<file path="src/rtl/stat_digit_pkg.sv">
// stat_digit_pkg: shared types and constants for the HUD stat digit scheduler
package stat_digit_pkg;
  localparam logic [3:0] BLANK_DIGIT = 4'hF;
  typedef logic [3:0] bcd_digit_t;
  typedef enum logic [2:0] {IDLE, SNAP, LOAD, SHIFT, STORE} sched_state_t;
endpackage

</file>
<file path="src/rtl/bcd_dabble_step.sv">
// bcd_dabble_step: one combinational double-dabble iteration (add-3 then shift left)
module bcd_dabble_step #(
  parameter int NUM_DIGIT = 3,
  parameter int VAL_W     = 10
) (
  input  logic [NUM_DIGIT*4-1:0] bcd_i,
  input  logic [VAL_W-1:0]       bin_i,
  output logic [NUM_DIGIT*4-1:0] bcd_o,
  output logic [VAL_W-1:0]       bin_o
);
  logic [NUM_DIGIT*4-1:0] adj;
  always_comb begin
    adj = bcd_i;
    for (int j = 0; j < NUM_DIGIT; j++)
      adj[4*j+:4] = bcd_i[4*j+:4] >= 4'd5 ? bcd_i[4*j+:4] + 4'd3 : bcd_i[4*j+:4];
    {bcd_o, bin_o} = {adj[NUM_DIGIT*4-2:0], bin_i, 1'b0};
  end
endmodule

</file>
<file path="src/rtl/stat_digit_scheduler.sv">
// stat_digit_scheduler: time-shares one double-dabble converter across NUM_LINES stat values per frame
// Optional: STAT_DIGIT_LEADING_BLANK_EN writes leading zero digits as BLANK_DIGIT.
module stat_digit_scheduler
  import stat_digit_pkg::*;
#(
  parameter int NUM_LINES = 4,
  parameter int NUM_DIGIT = 3,
  parameter int VAL_W     = $clog2(10**NUM_DIGIT)
) (
  input  logic                 Clk,
  input  logic                 Reset,
  input  logic                 FrameStart,
  input  logic [VAL_W-1:0]     Values [NUM_LINES],
  output logic [3:0]           Digits [NUM_LINES][NUM_DIGIT],
  output logic [NUM_LINES-1:0] DigitsValid,
  output logic                 Busy
);
  localparam int IDX_W = NUM_LINES > 1 ? $clog2(NUM_LINES) : 1;
  localparam int CNT_W = VAL_W > 1 ? $clog2(VAL_W) : 1;
  localparam logic [VAL_W:0]   LIM = (VAL_W+1)'(10**NUM_DIGIT);
  localparam logic [VAL_W-1:0] SAT = VAL_W'(10**NUM_DIGIT - 1);
  sched_state_t state_q, state_d;
  logic pend_q, pend_d;
  logic [IDX_W-1:0] idx_q;
  logic [CNT_W-1:0] cnt_q;
  logic [VAL_W-1:0] snap_q [NUM_LINES];
  logic [VAL_W-1:0] bin_q, bin_n, cur;
  logic [NUM_DIGIT*4-1:0] bcd_q, bcd_n;
  bcd_digit_t st [NUM_DIGIT];
  logic last;
  bcd_dabble_step #(.NUM_DIGIT(NUM_DIGIT), .VAL_W(VAL_W)) u_step (
    .bcd_i(bcd_q),
    .bin_i(bin_q),
    .bcd_o(bcd_n),
    .bin_o(bin_n)
  );
  assign Busy = state_q != IDLE;
  assign last = idx_q == IDX_W'(NUM_LINES - 1);
  assign cur  = snap_q[idx_q];
  always_comb begin
    state_d = state_q;
    pend_d  = pend_q | FrameStart;
    case (state_q)
      IDLE:    if (FrameStart || pend_q) begin
                 state_d = SNAP;
                 pend_d  = 1'b0;
               end
      SNAP:    state_d = LOAD;
      LOAD:    state_d = SHIFT;
      SHIFT:   state_d = cnt_q == CNT_W'(VAL_W - 1) ? STORE : SHIFT;
      STORE:   state_d = last ? IDLE : LOAD;
      default: state_d = IDLE;
    endcase
  end
`ifdef STAT_DIGIT_LEADING_BLANK_EN
  logic seen;
  always_comb begin
    seen = 1'b0;
    for (int j = NUM_DIGIT - 1; j >= 0; j--) begin
      st[j] = (!seen && j != 0 && bcd_q[4*j+:4] == 4'd0) ? BLANK_DIGIT : bcd_q[4*j+:4];
      seen  = seen | (bcd_q[4*j+:4] != 4'd0);
    end
  end
`else
  always_comb begin
    for (int j = 0; j < NUM_DIGIT; j++) st[j] = bcd_q[4*j+:4];
  end
`endif
  always_ff @(posedge Clk) begin
    if (Reset) begin
      state_q <= IDLE;
      pend_q  <= 1'b0;
    end else begin
      state_q <= state_d;
      pend_q  <= pend_d;
    end
  end
  always_ff @(posedge Clk) begin
    if (Reset) begin
      idx_q       <= '0;
      cnt_q       <= '0;
      bin_q       <= '0;
      bcd_q       <= '0;
      DigitsValid <= '0;
      for (int k = 0; k < NUM_LINES; k++) begin
        snap_q[k] <= '0;
        for (int j = 0; j < NUM_DIGIT; j++) Digits[k][j] <= '0;
      end
    end else begin
      case (state_q)
        SNAP: begin
          snap_q <= Values;
          idx_q  <= '0;
        end
        LOAD: begin
          bin_q <= {1'b0, cur} >= LIM ? SAT : cur;
          bcd_q <= '0;
          cnt_q <= '0;
        end
        SHIFT: begin
          bin_q <= bin_n;
          bcd_q <= bcd_n;
          cnt_q <= cnt_q + 1'b1;
        end
        STORE: begin
          Digits[idx_q]      <= st;
          DigitsValid[idx_q] <= 1'b1;
          if (!last) idx_q <= idx_q + 1'b1;
        end
        default: ;
      endcase
    end
  end
endmodule

</file>
<file path="config.mk">
export PLATFORM = sky130hd
export DESIGN_NAME = stat_digit_scheduler
export DESIGN_NICKNAME = d
export VERILOG_FILES = /design/src/rtl/stat_digit_pkg.sv /design/src/rtl/bcd_dabble_step.sv /design/src/rtl/stat_digit_scheduler.sv
export SDC_FILE = /design/constraint.sdc
export NUM_CORES = 1
export LEC_CHECK = 0
export ABC_AREA = 1
export CAP_MARGIN = 40
export CORE_ASPECT_RATIO = 0.6
export CORE_UTILIZATION = 53
export CTS_CLUSTER_SIZE = 14
export DETAILED_ROUTE_END_ITERATION = 7
export GPL_TIMING_DRIVEN = 1
export PLACE_DENSITY = 0.8
export SKIP_LAST_GASP = 1
export SYNTH_ARGS = -nofsm -noshare
export SYNTH_HDL_FRONTEND = slang
export SYNTH_HIERARCHICAL = 1
export SYNTH_SLANG_ARGS = --single-unit
export TNS_END_PERCENT = 1
</file>
<file path="constraint.sdc">
create_clock -name Clk -period 3.8 [get_ports Clk]
set_input_delay 0.95 -clock Clk [delete_from_list [all_inputs] [get_ports Clk]]
set_output_delay 0.95 -clock Clk [all_outputs]
set_load 0.01 [all_outputs]
</file>
==> flow_summary_export.csv <==
group,metric,value,unit
status,status,"completed",
global_route,grt_pass1_vias,4656,
floorplan,rows,27,
global_route,grt.total_usage,28.31,%
global_route,antenna_found_initial,0,
synth,ys_types,31,
layout,syn2layout_area_growth,27.45,%
synth,synth.yosys.seq_area_share,46.55,%
synth,synth_area_leader_cell,"dfxtp_1",
timing,max-slew-margin-rel,47.96,%
drt,drc_errors,0,
floorplan,dieArea,10480,um^2
clocking,cts.htree.levels,4,
timing,fin_crit_sh,72.23,%
power_and_ir_drop,power,3.795,mW
timing,final.min_clock_period,2745,ps
synth,yosys_warnings,6,
clocking,clk_pin_slew,50,ps
clocking,clockBufferDepth,2,
power_and_ir_drop,p_int,2.722,mW
drt,drt_iter0_markers,420,
timing,slew_viol_final,0,
worst_setup_path,required,2850,ps
clocking,clk_latency,410,ps
drt,dr.pass1.iters,5,
floorplan,core,9459,um^2
worst_setup_path,end_kind,"output pin",
floorplan,num_io_pins,96,
global_route,grt_max_degree,77,
power_and_ir_drop,p_leak,2.454,nW
power_and_ir_drop,clock_power_share,40.7,%
worst_setup_path,startpoint_type,"flop",
power_and_ir_drop,sw_frac_of_total,28.29,%
drt,vias,5105,
job,max_cap_viol_count,0,
worst_setup_path,crit_type,"flop to output pin",
synth,synth.avg_cell_area,7.458,um^2
power_and_ir_drop,share_comb_of_total_power,17.9,%
drt,wire_per_inst,15.67,um
floorplan,start_util,56.38,%
synth,synth_flop_cell,"dfxtp_1",
place,io_buffers,95,
synth,synth-edff-count,0,
timing,skew,7.797,ps
worst_setup_path,crit_fanout,4,
timing,maxClockFrequency,364.3,MHz
global_route,grt_pass1_wl,23180,um
clocking,postCtsResizedCells,0,
layout,n_fill_cell,723,
power_and_ir_drop,pwr-share-seq,41.4,%
timing,setup_viol,0,
clocking,cts_sinks,124,
synth,synthTopCellsByCount,"146 x nand2_1, 125 x a21oi_1, 124 x dfxtp_1, 72 x inv_1, 71 x nand3_1",
global_route,overflow,0,
clocking,hold_buffers,0,
layout,antenna_cells,0,
synth,synth-seq-cells,124,
synth,synth.top_cell.area_share,46.55,%
timing,rsz0062_at_grt,"false",
floorplan,die_w,131.5,um
drt,wl,14450,um
power_and_ir_drop,switchingPower,1.074,mW
power_and_ir_drop,power.density,558.4,nW/um^2
drt,vias_per_cell,5.537,
timing,worstMarginPinSlew,780.6,ps
clocking,cts_inserted_buffers,17,
synth,syn_area,5333,um^2
layout,layout.nets,835,
synth,yosysMostFrequentCell,"nand2_1",
worst_setup_path,arrival,1790,ps
synth,syn-instance-count,715,
timing,hold_violations,0,
clocking,root_buffer,"clkbuf_16",
layout,layout-drive-gt1-share,6.566,%
place,place.gp.congestion,0.8617,
drt,postRouteAntennaNets,0,
floorplan,die_h,79.70,um
clocking,cts_setup_buffers,0,
hold_path,hold_class,"flop to flop",
clocking,cts_tree,"built",
synth,async_flop_share,0,%
place,dp_hpwl,9814,um
power_and_ir_drop,vdd_ir_drop_max,0.0003543,V
synth,yosys-top-cells-area,"dfxtp_1 47%, a21oi_1 12%, nand2_1 10%",
synth,syn_nets,770,
timing,fin_tns_setup,0,ps
==> per-layer routing <==
| layer | track usage (%) | up-vias | routed length, um |
|---|---|---|---|
| li1 | - | 2474 | - |
| met1 | 37.40 | 2383 | 6664 |
| met2 | 44.13 | 219 | 6380 |
| met3 | 8.571 | 29 | 1195 |
| met4 | 9.535 | 0 | 212 |
| met5 | 0 | - | 0 |
==> per-stage QoR <==
stage | cell area [um^2] | hold WS (ps) | instances | util (%) | setup slack [ps]
final | 6797 | 442.9 | 922 | 71.85 | 1055
after global routing | 6797 | 459.0 | 922 | 71.85 | 993.4
after CTS | 6797 | 444.4 | 922 | 71.85 | 1044
after detailed placement | 6235 | 435.9 | 891 | 65.91 | 1477
after global placement | 6207 | 434.6 | 890 | 65.62 | 1511
after floorplan | 5333 | 423.7 | 715 | - | 1923
==> worst max-delay path, stage by stage (launching register included) <==
cell	delay, ps
dfxtp_1	350
or2_1	290
nor2_1	180
inv_1	90
clkdlybuf4s50_1	490
==> cells in the final DEF, fill, tap and decap left out, drive strengths merged, types with 2 or more instances in the layout <==
cell type,n
clkinvlp,2
clkdlybuf4s50,94
nor2,26
nand2,149
o221ai,5
ha,12
a22o,2
buf,7
a31oi,4
inv,76
dfxtp,124
bufinv,2
a21oi,127
clkbuf,24
o21ai,56
clkinv,3
nand3,71
==> flip-flops by register name, summed over array words and instances, names as in the netlist <==
name         cells
Digits          48
snap_q          40
bcd_q           12
bin_q           10
DigitsValid      4
cnt_q            4
state_q          3
idx_q            2
pend_q           1
==> layout make-up <==
class	count	area (um^2)	area share, %
Multi-Input combinational cell	460	2293	33.74
Inverter	76	285.3	4.197
Sequential cell	124	2482	36.52
Tap cell	130	162.7	2.393
Timing Repair Buffer	101	1011	14.87
Clock inverter	7	90.09	1.325
Clock buffer	24	471.7	6.940
==> cell families after synthesis <==
kind of cell	synth area share, %
compound gates	19.69
fa+ha+maj	2.816
buf+inv	10.53
simple gates	20.34
flops	46.55
other cells	0.07032
==> worst paths after layout <==
path / to / slack [ps] / start / cells after the start
max: Busy / 1060 / state_q[0] / 4
min: snap_q[36] / 440 / snap_q[36] / 2
max reg2reg: Digits[35] / 1460 / idx_q[1] / 5
min reg2reg: snap_q[36] / 440 / snap_q[36] / 2
==> power by group through the flow <==
stage | sequential [mW] | combinational (mW) | clock [mW]
CTS | 1.57 | 0.671 | 1.55
floorplan | 1.57 | 0.492 | 0
finish | 1.57 | 0.679 | 1.54
global route | 1.59 | 0.756 | 1.61
detailed placement | 1.59 | 0.663 | 0
global placement | 1.58 | 0.605 | 0
Power figures use the tool's default switching activity.
